--- src/rtl/dice_cgra_tid_dispatcher_if.sv ---
// Descriptor intake and TID issue port between the block scheduler and the dispatcher.
// master drives descriptors and the stall; slave is the dispatcher driving disp_*.
interface dice_cgra_tid_dispatcher_if #(
  parameter int TID_W = 10
);
  logic             blk_valid;
  logic             blk_ready;
  logic [TID_W-1:0] blk_tid_start;
  logic [TID_W-1:0] blk_tid_count;
  logic             issue_stall;
  logic [TID_W-1:0] disp_tid;
  logic             disp_valid;

  modport master (
    output blk_valid, blk_tid_start, blk_tid_count, issue_stall,
    input  blk_ready, disp_tid, disp_valid
  );

  modport slave (
    input  blk_valid, blk_tid_start, blk_tid_count, issue_stall,
    output blk_ready, disp_tid, disp_valid
  );
endinterface

--- src/rtl/dice_cgra_tid_dispatcher.sv ---
// Issues one TID per cycle for an accepted block, drains the CGRA+IO pipe, then pulses done.
// First issue one cycle after acceptance; issue_stall holds issue, blk_ready low while a block is live.
module dice_cgra_tid_dispatcher #(
  parameter int NUM_TID             = 512,
  parameter int MAX_CGRA_PIPE_STAGE = 32,
  parameter int MAX_IO_PIPE_STAGE   = 8,
  localparam int TID_W = $clog2(NUM_TID + 1),
  localparam int LAT_W = $clog2(MAX_CGRA_PIPE_STAGE + 2 * MAX_IO_PIPE_STAGE + 1),
  localparam int CL_W  = $clog2(MAX_CGRA_PIPE_STAGE + 1),
  localparam int IO_W  = $clog2(MAX_IO_PIPE_STAGE + 1)
) (
  input  logic                              clk,
  input  logic                              rst_n,
  input  logic                              clr,
  dice_cgra_tid_dispatcher_if.slave         bus,
  input  logic [CL_W-1:0]                   cgra_compute_latency,
  input  logic [IO_W-1:0]                   io_latency_in_max,
  input  logic [IO_W-1:0]                   io_latency_out_max,
  output logic                              busy,
  output logic                              done,
  output logic                              range_err,
  output logic [TID_W-1:0]                  issued_count
);

  localparam logic [TID_W-1:0] NUM_T   = TID_W'(NUM_TID);
  localparam logic [TID_W-1:0] TID_ONE = TID_W'(1);
  localparam logic [LAT_W-1:0] LAT_ONE = LAT_W'(1);

  typedef enum logic [1:0] {
    S_IDLE  = 2'd0,
    S_ISSUE = 2'd1,
    S_DRAIN = 2'd2,
    S_DONE  = 2'd3
  } state_t;

  state_t           state_q, state_d;
  logic [TID_W-1:0] cur_tid_q, cur_tid_d;
  logic [TID_W-1:0] eff_count_q, eff_count_d;
  logic [TID_W-1:0] issued_count_q, issued_count_d;
  logic [LAT_W-1:0] drain_cnt_q, drain_cnt_d;
  logic             err_q, err_d;
  logic             blk_ready_q, blk_ready_d;
  logic             busy_q, busy_d;
  logic             done_q, done_d;
  logic             range_err_q, range_err_d;

  logic [TID_W-1:0] room;
  logic [TID_W-1:0] clamp_count;
  logic [LAT_W-1:0] lat_sum;
  logic             accept;
  logic             last_issue;

  // Clamp so the block never runs past the last thread slot.
  always_comb begin
    room = NUM_T - bus.blk_tid_start;
    if (bus.blk_tid_start >= NUM_T) begin
      clamp_count = '0;
    end else if (bus.blk_tid_count < room) begin
      clamp_count = bus.blk_tid_count;
    end else begin
      clamp_count = room;
    end
    lat_sum = LAT_W'(cgra_compute_latency) + LAT_W'(io_latency_in_max)
            + LAT_W'(io_latency_out_max);
    accept     = (state_q == S_IDLE) && bus.blk_valid && blk_ready_q;
    last_issue = (issued_count_q == (eff_count_q - TID_ONE));
  end

  always_comb begin
    state_d        = state_q;
    cur_tid_d      = cur_tid_q;
    eff_count_d    = eff_count_q;
    issued_count_d = issued_count_q;
    drain_cnt_d    = drain_cnt_q;
    err_d          = err_q;
    blk_ready_d    = blk_ready_q;
    busy_d         = busy_q;
    done_d         = 1'b0;
    range_err_d    = 1'b0;

    if (clr) begin
      state_d        = S_IDLE;
      cur_tid_d      = '0;
      eff_count_d    = '0;
      issued_count_d = '0;
      drain_cnt_d    = '0;
      err_d          = 1'b0;
      blk_ready_d    = 1'b1;
      busy_d         = 1'b0;
    end else begin
      case (state_q)
        S_IDLE: begin
          if (accept) begin
            cur_tid_d      = bus.blk_tid_start;
            eff_count_d    = clamp_count;
            issued_count_d = '0;
            // Latencies are captured here so later changes cannot disturb this block.
            drain_cnt_d    = lat_sum;
            err_d          = (clamp_count != bus.blk_tid_count);
            blk_ready_d    = 1'b0;
            if (clamp_count == '0) begin
              state_d     = S_DONE;
              done_d      = 1'b1;
              range_err_d = (clamp_count != bus.blk_tid_count);
              busy_d      = 1'b0;
            end else begin
              state_d = S_ISSUE;
              busy_d  = 1'b1;
            end
          end
        end
        S_ISSUE: begin
          if (!bus.issue_stall) begin
            issued_count_d = issued_count_q + TID_ONE;
            // Hold cur_tid on the final issue so disp_tid never shows NUM_TID.
            if (last_issue) begin
              state_d = S_DRAIN;
            end else begin
              cur_tid_d = cur_tid_q + TID_ONE;
            end
          end
        end
        S_DRAIN: begin
          if (drain_cnt_q == '0) begin
            state_d     = S_DONE;
            done_d      = 1'b1;
            range_err_d = err_q;
            busy_d      = 1'b0;
          end else begin
            drain_cnt_d = drain_cnt_q - LAT_ONE;
          end
        end
        S_DONE: begin
          state_d     = S_IDLE;
          blk_ready_d = 1'b1;
        end
        default: begin
          state_d     = S_IDLE;
          blk_ready_d = 1'b1;
          busy_d      = 1'b0;
        end
      endcase
    end
  end

  always_ff @(posedge clk or negedge rst_n) begin
    if (!rst_n) begin
      state_q        <= S_IDLE;
      cur_tid_q      <= '0;
      eff_count_q    <= '0;
      issued_count_q <= '0;
      drain_cnt_q    <= '0;
      err_q          <= 1'b0;
      blk_ready_q    <= 1'b1;
      busy_q         <= 1'b0;
      done_q         <= 1'b0;
      range_err_q    <= 1'b0;
    end else begin
      state_q        <= state_d;
      cur_tid_q      <= cur_tid_d;
      eff_count_q    <= eff_count_d;
      issued_count_q <= issued_count_d;
      drain_cnt_q    <= drain_cnt_d;
      err_q          <= err_d;
      blk_ready_q    <= blk_ready_d;
      busy_q         <= busy_d;
      done_q         <= done_d;
      range_err_q    <= range_err_d;
    end
  end

  assign bus.blk_ready  = blk_ready_q;
  assign bus.disp_tid   = cur_tid_q;
  assign bus.disp_valid = (state_q == S_ISSUE) && !bus.issue_stall;
  assign busy           = busy_q;
  assign done           = done_q;
  assign range_err      = range_err_q;
  assign issued_count   = issued_count_q;

  a_tid_in_range : assert property (@(posedge clk) disable iff (!rst_n)
    bus.disp_valid |-> (bus.disp_tid < NUM_T));
  a_err_with_done : assert property (@(posedge clk) disable iff (!rst_n)
    range_err |-> done);

endmodule

--- src/flat_wrapper.sv ---
// flat-port wrapper written by rule: the top's interface ports become plain ports
module dice_cgra_tid_dispatcher_flat 
#(
  parameter int NUM_TID             = 512,
  parameter int MAX_CGRA_PIPE_STAGE = 32,
  parameter int MAX_IO_PIPE_STAGE   = 8,
  localparam int TID_W = $clog2(NUM_TID + 1),
  localparam int LAT_W = $clog2(MAX_CGRA_PIPE_STAGE + 2 * MAX_IO_PIPE_STAGE + 1),
  localparam int CL_W  = $clog2(MAX_CGRA_PIPE_STAGE + 1),
  localparam int IO_W  = $clog2(MAX_IO_PIPE_STAGE + 1)
)
  (clk, rst_n, clr, cgra_compute_latency, io_latency_in_max, io_latency_out_max, busy, done, range_err, issued_count, bus_blk_valid, bus_blk_tid_start, bus_blk_tid_count, bus_issue_stall, bus_blk_ready, bus_disp_tid, bus_disp_valid);
  dice_cgra_tid_dispatcher_if #(.TID_W((10))) bus_i ();
  input  logic clk;
  input  logic rst_n;
  input  logic clr;
  input  logic [CL_W-1:0] cgra_compute_latency;
  input  logic [IO_W-1:0] io_latency_in_max;
  input  logic [IO_W-1:0] io_latency_out_max;
  output logic busy;
  output logic done;
  output logic range_err;
  output logic [TID_W-1:0] issued_count;
  input wire logic [$bits(bus_i.blk_valid)-1:0] bus_blk_valid;
  input wire logic [$bits(bus_i.blk_tid_start)-1:0] bus_blk_tid_start;
  input wire logic [$bits(bus_i.blk_tid_count)-1:0] bus_blk_tid_count;
  input wire logic [$bits(bus_i.issue_stall)-1:0] bus_issue_stall;
  output wire logic [$bits(bus_i.blk_ready)-1:0] bus_blk_ready;
  output wire logic [$bits(bus_i.disp_tid)-1:0] bus_disp_tid;
  output wire logic [$bits(bus_i.disp_valid)-1:0] bus_disp_valid;
  assign bus_i.blk_valid = bus_blk_valid;
  assign bus_i.blk_tid_start = bus_blk_tid_start;
  assign bus_i.blk_tid_count = bus_blk_tid_count;
  assign bus_i.issue_stall = bus_issue_stall;
  assign bus_blk_ready = bus_i.blk_ready;
  assign bus_disp_tid = bus_i.disp_tid;
  assign bus_disp_valid = bus_i.disp_valid;
  dice_cgra_tid_dispatcher #(.NUM_TID(NUM_TID), .MAX_CGRA_PIPE_STAGE(MAX_CGRA_PIPE_STAGE), .MAX_IO_PIPE_STAGE(MAX_IO_PIPE_STAGE)) u_core (.clk(clk), .rst_n(rst_n), .clr(clr), .bus(bus_i), .cgra_compute_latency(cgra_compute_latency), .io_latency_in_max(io_latency_in_max), .io_latency_out_max(io_latency_out_max), .busy(busy), .done(done), .range_err(range_err), .issued_count(issued_count));
endmodule
--- config.mk ---
export PLATFORM = sky130hd
export DESIGN_NAME = dice_cgra_tid_dispatcher_flat
export DESIGN_NICKNAME = d
export VERILOG_FILES = /design/src/rtl/dice_cgra_tid_dispatcher_if.sv /design/src/rtl/dice_cgra_tid_dispatcher.sv /design/src/flat_wrapper.sv
export SDC_FILE = /design/constraint.sdc
export NUM_CORES = 1
export LEC_CHECK = 0
export ABC_CLOCK_PERIOD_IN_PS = 4400
export CORE_MARGIN = 3
export CORE_UTILIZATION = 30
export CTS_BUF_LIST = sky130_fd_sc_hd__clkbuf_8 sky130_fd_sc_hd__clkbuf_16
export CTS_CLUSTER_DIAMETER = 120
export CTS_CLUSTER_SIZE = 20
export DETAILED_ROUTE_END_ITERATION = 8
export SETUP_SLACK_MARGIN = 0.3
export SYNTH_ARGS = -nofsm -noshare
export SYNTH_HDL_FRONTEND = slang
export SYNTH_SLANG_ARGS = --single-unit
--- constraint.sdc ---
create_clock -name clk -period 4.4 [get_ports clk]
set_input_delay 1.32 -clock clk [delete_from_list [all_inputs] [get_ports clk]]
set_output_delay 1.32 -clock clk [all_outputs]
set_load 0.05 [all_outputs]
---- Word-level counts from Yosys, hierarchy flattened ----
Index checks and enable logic that the tools add are counted.
operators by class
  $add $sub $neg .......................... 7
  order comparisons ....................... 2
  equal/unequal tests ..................... 11
  muxes and demuxes ....................... 46
  reduce and logical (&&, ||, !) cells .... 19
operators with widths
  kind                    number
  $mux 10                 12
  $pmux 10 s2             2
  $add 10x1->10 const B   2
  $mux 6                  3
  $mux 1                  17
  $add 6x4->6             2
  $mux 2                  6
  $pmux 6 s2              1
  $eq 10x10->1            1
  $ge 10x10->1 const B    1
  $logic_not 10->1        1
  $lt 10x10->1            1
  $ne 10x10->1            1
  $sub 10x1->10 const B   1
  $sub 10x10->10 const A  1
  $ne 3x2->1 const B      3
  $ne 3x3->1 const B      3
  $reduce_and 3->1        3
  $reduce_bool 3->1       3
  $pmux 1 s2              4
  $pmux 2 s4              1
  $reduce_and 4->1        2
  $logic_not 6->1         1
  $sub 6x1->6 const B     1
  7 further kinds         12
word-level totals
  register bits after elaboration ......... 43
  input port bits ......................... 39

---- Depth between registers and ports, before layout ----
  depth in word-level cells ............... 9
  gate-level depth with buffers ........... 15
  depth with buffers taken out ............ 14

---- Least setup slack after synthesis ----
OpenSTA, ideal clock, no wires.
  path type ............................... input to register
  start point ............................. input port bus_blk_tid_start[1]
  end point ............................... register u_core.busy_q, in the netlist u_core.busy
  library setup time ...................... 0.110 ns
  arrival time ............................ 4.188 ns
  path slack .............................. 0.102 ns
  stages .................................. 13
  buffers on the path ..................... 2
  cells stage by stage .................... or3_1 -> clkbuf_1 -> nor4b_2 -> xnor2_1 -> ha_1 -> nand2_1 -> nor2_1 -> a31o_2 -> a21o_1 -> clkbuf_1 -> nor3_1 -> or4_1 -> o41ai_1
on the way
  word-level cells in the longest chain between the ends .. 9
RTL lines
  what                  RTL line                         RTL
  start, declared       flat_wrapper.sv:25               input wire logic [$bits(bus_i.blk_tid_start)-1:0] bus_blk_tid_start;
  $sub 10x10->10        dice_cgra_tid_dispatcher.sv:55   room = NUM_T - bus.blk_tid_start;
  $lt 10x10->1          dice_cgra_tid_dispatcher.sv:58   end else if (bus.blk_tid_count < room) begin
  $mux 10               dice_cgra_tid_dispatcher.sv:58
  $mux 10 (*)           dice_cgra_tid_dispatcher.sv:56   if (bus.blk_tid_start >= NUM_T) begin
  $logic_not 10->1 (*)  dice_cgra_tid_dispatcher.sv:101  if (clamp_count == '0) begin
  $mux 1 (*)            dice_cgra_tid_dispatcher.sv:101
  $mux 1 (*)            dice_cgra_tid_dispatcher.sv:93   if (accept) begin
  $pmux 1 s2 (*)        dice_cgra_tid_dispatcher.sv:91   case (state_q)
  $mux 1 (*)            dice_cgra_tid_dispatcher.sv:81   if (clr) begin
  end signal, assigned  dice_cgra_tid_dispatcher.sv:166  busy_q <= busy_d;
  end, declared         dice_cgra_tid_dispatcher.sv:43   logic busy_q, busy_d;
Every way passes the cells marked *; elsewhere a longest branch is shown, timed or not. The select of a mux whose other input is x is not followed.
A chain may end at the register's enable or synchronous reset.

---- Worst setup path in the final report ----
  start point ............................. input port bus_blk_tid_start[4]
  end point ............................... register u_core.busy_q, in the netlist u_core.busy
The elaborated chain is that of the path after synthesis.

==> Implementation_results.wiki <==
{| class="wikitable"
! Metric !! Value
|-
| Iter 0 DRT Violations || 208
|-
| Synthesized area per cell || ~8.5 sq um
|-
| Number of H-tree levels || 2
|-
| Outcome || completed
|-
| Remaining antenna violation count || 0
|-
| Netlist cell types || 60
|-
| Total standard cell area after synthesis || approximately 0.0037 sq mm
|-
| Register share of total power || 0.267
|-
| Worst-path clk slew || 0.06 ns
|-
| Drt via density || 5.42
|-
| Setup CP Type || input port to flop
|-
| Floorplan die area || 0.0137 sq mm
|-
| DRT Wirelength || between 10,000 and 15,000 um
|-
| Flip-flop and latch count after synthesis || 43
|-
| Critical R2R Capture || u_core.bus.disp_tid[2]$_DFFE_PN0P_
|-
| Internal power component || 1.24 mW
|-
| Period minus WS final || approximately 4.0 ns
|-
| Share of cells above drive strength 1 || 0.195
|-
| Total vias in the final route || 3,632
|-
| Clock network power share || 0.198
|-
| Area growth from synthesis to layout || 36.6%
|-
| Launching point of the worst reg2reg path || u_core.eff_count_q[2]$_DFFE_PN0P_
|-
| Row Count || 39
|-
| Pin count of the biggest net entering global routing || between 40 and 50
|-
| Max Buffers Root-to-Sink || 2
|-
| Data arrival time at the worst-slack endpoint || ~4.2 ns
|-
| Type of the most critical hold path || flop to flop
|-
| Max Clock Freq || roughly 250 MHz
|-
| Clock latency of the later-clocked register in the worst-skew pair || 0.29 ns
|-
| Warnings, synthesis || 0
|-
| CP peak stage delay || 0.53 ns
|-
| Nets || 593
|-
| Critical path fanouts, max || 3
|-
| Most frequent CP cell || sky130_fd_sc_hd__or4_4
|-
| IR drop worst, VDD || 0.238 mV
|-
| Slew margin rel. || 0.323
|-
| Final worst path period share || 0.908
|-
| Max Cap Violations || 0
|-
| Effective utilization at floorplan || 0.315
|-
| Crit path cell chain || buf_2, or4_4, or3_4, nand2_4, ha_4, a21oi_2, o21ai_1, a31o_2, a21o_1, and4_1, or4_4, o41ai_2
|-
| End point of the critical path || u_core.busy$_DFFE_PN0P_
|-
| Syn_nets || 499
|-
| Final setup violation count || 0
|-
| Depth of the worst register-to-register path || 7
|-
| Share of flip-flops with an asynchronous set or reset || 1.00
|-
| Power share of the combinational group || 0.535
|-
| Leakage power || 2.13 nW
|-
| Post-synth top area share || 0.285
|-
| Largest cells by area after synthesis || sky130_fd_sc_hd__dfrtp_1, sky130_fd_sc_hd__ha_1, sky130_fd_sc_hd__nor2_1
|-
| Power dissipated by switching net loads || 1.01 mW
|-
| Data required time of the worst path || around 4.6 ns
|-
| Setup skew after layout || 0.00780 ns
|-
| Total overflow reported by the global router || 0
|-
| DPL Wire Length || 8310 um
|-
| Max-slew violation count || 0
|-
| Number of enable-type register cells in the synthesized netlist || 0
|-
| Remaining routing DRC violations || 0
|-
| Part of the Yosys area used for sequential elements || 0.292
|-
| Die Y-Extent || 117 um
|-
| Switching fraction of total power || 0.448
|-
| Final hold viol count || 0
|-
| Pwr dens || 447 mW/mm^2
|-
| I/O pin cnt || 64
|-
| Port buffer count || 63
|-
| RD Place Congestion || 0.911
|-
| Post-Place Setup Slack || -0.360 ns
|-
| CP startpoint kind || input port
|-
| CTS tree || built
|-
| Initial antenna violation count || 0
|-
| Fill cell total of the finished layout || 1,180
|-
| Most instantiated flip-flop cell in the synthesis netlist || sky130_fd_sc_hd__dfrtp_1
|-
| Antenna diode count || 0
|-
| Fraction of the core area covered by cells at the end of the flow || 0.430
|-
| Global-route wire length before repair || between 15,000 and 20,000 um
|-
| Initial DRT Pass Iterations || 5
|-
| Hold buffer count at cts || 0
|-
| Average wire length per cell after detail routing || 16.4 um
|-
| Master cell of the clock root buffer || sky130_fd_sc_hd__clkbuf_16
|-
| Vias in the first global route || ~3,500
|-
| Clock Sinks || 43
|-
| Worst Slack Setup Final || 0.407 ns
|-
| Type of element capturing the critical path || flop
|-
| RSZ-0062 raised after global routing || no
|-
| Max stage delay cell, worst path || sky130_fd_sc_hd__or4_4
|-
| Startpoint of the worst setup timing path || bus_blk_tid_start[4]
|-
| X dimension of the die || 117 um
|-
| Gate Count Post-Synth || 432
|-
| Floorplan core area || 0.0117 sq mm
|-
| Worst-Margin Slew || between 1 and 1.5 ns
|-
| Overall track demand over capacity in global routing || 0.163
|-
| Cell type with the largest total area after synthesis || sky130_fd_sc_hd__dfrtp_1
|-
| Number of clock buffers inserted by TritonCTS || 5
|-
| Reg-to-reg slack, setup || 1.26 ns
|}
[through the flow]
step / setup TNS (ns) / hold WS [ns] / std cells / total power, mW / area, sq um
floorplan: 0 / 0.507 / 432 / 1.41 / 3700
CTS: 0 / 0.539 / 668 / 2.24 / 4960
finish: 0 / 0.535 / 670 / 2.25 / 5030
global placement: -2.21 / 0.525 / 652 / 1.75 / 4660
detailed placement: -2.59 / 0.525 / 652 / 1.78 / 4660
global route: 0 / 0.570 / 670 / 2.41 / 5030
[state kept, by name (all words and copies together), names as in the netlist]
name	flops
u_core.bus.disp_tid	10
u_core.err_q	1
u_core.eff_count_q	10
u_core.state_q	2
u_core.issued_count	10
u_core.drain_cnt_q	6
u_core.busy	1
u_core.bus.blk_ready	1
u_core.range_err	1
u_core.done	1
[routing by layer]
layer | vias to the layer above | track usage | share of wire
li1 | 1767 | - | -
met4 | 0 | 0.0413 | 0.014
met1 | 1759 | 0.216 | 0.43
met2 | 94 | 0.280 | 0.51
met5 | - | 0 | 0
met3 | 12 | 0.0247 | 0.052
[synthesized netlist by cell type, types with 2 or more instances]
cell type                  instances
sky130_fd_sc_hd__nand2b_1          2
sky130_fd_sc_hd__nor3_1            9
sky130_fd_sc_hd__nor2_1           52
sky130_fd_sc_hd__o21ai_0          21
sky130_fd_sc_hd__a21o_1            4
sky130_fd_sc_hd__o211ai_1          3
sky130_fd_sc_hd__mux2_2            9
sky130_fd_sc_hd__or3_1             9
sky130_fd_sc_hd__nand2_1          29
sky130_fd_sc_hd__o311ai_0          2
sky130_fd_sc_hd__dfrtp_1          42
sky130_fd_sc_hd__or4b_1            2
sky130_fd_sc_hd__mux2i_1          10
sky130_fd_sc_hd__o41ai_1           3
sky130_fd_sc_hd__nor2b_1           8
sky130_fd_sc_hd__nor3b_1           9
sky130_fd_sc_hd__nand3_1          17
sky130_fd_sc_hd__inv_1            25
sky130_fd_sc_hd__a31o_2            3
sky130_fd_sc_hd__or4_1             7
sky130_fd_sc_hd__o21bai_1          2
sky130_fd_sc_hd__ha_1             23
sky130_fd_sc_hd__or2_2             4
sky130_fd_sc_hd__a211oi_1          3
sky130_fd_sc_hd__a31oi_1           4
sky130_fd_sc_hd__nor4_1            6
sky130_fd_sc_hd__fa_1              5
sky130_fd_sc_hd__o31ai_1           7
sky130_fd_sc_hd__a22oi_1          14
sky130_fd_sc_hd__xnor2_1          17
sky130_fd_sc_hd__xor2_1            9
sky130_fd_sc_hd__and3_1            6
sky130_fd_sc_hd__and2_1            4
sky130_fd_sc_hd__clkbuf_1         13
sky130_fd_sc_hd__nand3b_1          3
sky130_fd_sc_hd__a21oi_1          22
[worst max-delay path, delay by kind of cell]
kind	cells	cell delay, ns
AOI/OAI and AO/OA	5	0.85
adders and majority gates	1	0.20
buffers and inverters	1	0.12
and+or+nand+nor	5	1.69
[area by class of cell]
cell class                 instances  area, sq um  area share
clock buffer                       6          139      0.0276
clock inverter                     2         35.0     0.00696
inverter                          25         93.8      0.0186
multi-input combinational        349         2620       0.520
sequential                        43         1080       0.214
tap                              143          179      0.0355
timing repair buffer             102          895       0.178
[logic make-up after synthesis]
| kind of cell | Yosys count | share of synthesized area |
|---|---|---|
| AO/OA/AOI/OAI | 102 | 0.196 |
| flip-flops | 43 | 0.292 |
| adder cells (fa/ha/maj) | 28 | 0.105 |
| buffers and inverters | 40 | 0.0428 |
| AND/OR/NAND/NOR | 174 | 0.247 |
| multiplexers | 19 | 0.0547 |
| XOR/XNOR | 26 | 0.0618 |
[power by group through the flow]
stage	sequential, mW	clock (mW)	combinational (mW)
6_report	0.601	0.445	1.20
5_1_grt	0.615	0.468	1.33
4_1_cts	0.599	0.448	1.19
3_5_place_dp	0.604	0	1.17
3_3_place_gp	0.603	0	1.15
2_1_floorplan	0.759	0	0.652
[repair_timing]
item                       CTS  global route
gates cloned                 0             0
pin swaps                    9            11
setup endpoints to repair   15            11
gates resized for setup     39            21
buffers inserted             8             2
[how the worst min path moves through the flow]
| stage | from | end | slack (ns) | cells after the start |
|---|---|---|---|---|
| final | u_core.bus.disp_tid[7]$_DFFE_PN0P_ | u_core.bus.disp_tid[7]$_DFFE_PN0P_ | 0.54 | 1 |
| after floorplan | u_core.drain_cnt_q[1]$_DFFE_PN0P_ | u_core.drain_cnt_q[1]$_DFFE_PN0P_ | 0.51 | 2 |
| after CTS | u_core.bus.disp_tid[7]$_DFFE_PN0P_ | u_core.bus.disp_tid[7]$_DFFE_PN0P_ | 0.54 | 1 |
| after global placement | u_core.bus.disp_tid[7]$_DFFE_PN0P_ | u_core.bus.disp_tid[7]$_DFFE_PN0P_ | 0.52 | 1 |
| after detailed placement | u_core.bus.disp_tid[7]$_DFFE_PN0P_ | u_core.bus.disp_tid[7]$_DFFE_PN0P_ | 0.53 | 1 |
| after global routing | u_core.bus.disp_tid[7]$_DFFE_PN0P_ | u_core.bus.disp_tid[7]$_DFFE_PN0P_ | 0.57 | 1 |
[placed cells by master (no fill, tap or decap), types with 6 or more instances in the layout]
cell,Yosys,final
sky130_fd_sc_hd__nor2b_1,8,8
sky130_fd_sc_hd__nor3_1,9,7
sky130_fd_sc_hd__o21ai_0,21,18
sky130_fd_sc_hd__or3_1,9,6
sky130_fd_sc_hd__inv_1,25,23
sky130_fd_sc_hd__nor2_1,52,52
sky130_fd_sc_hd__o31ai_1,7,7
sky130_fd_sc_hd__buf_4,0,37
sky130_fd_sc_hd__buf_2,0,6
sky130_fd_sc_hd__xnor2_1,17,15
sky130_fd_sc_hd__mux2_2,9,9
sky130_fd_sc_hd__nor4_1,6,6
sky130_fd_sc_hd__mux2i_1,10,10
sky130_fd_sc_hd__xor2_1,9,8
sky130_fd_sc_hd__nand3_1,17,17
sky130_fd_sc_hd__and3_1,6,6
sky130_fd_sc_hd__a21oi_1,22,21
sky130_fd_sc_hd__dfrtp_1,42,42
sky130_fd_sc_hd__nand2_1,29,27
sky130_fd_sc_hd__a22oi_1,14,14
sky130_fd_sc_hd__clkdlybuf4s50_1,0,53
sky130_fd_sc_hd__ha_1,23,20
sky130_fd_sc_hd__nor3b_1,9,7
Power figures use the tool's default switching activity.
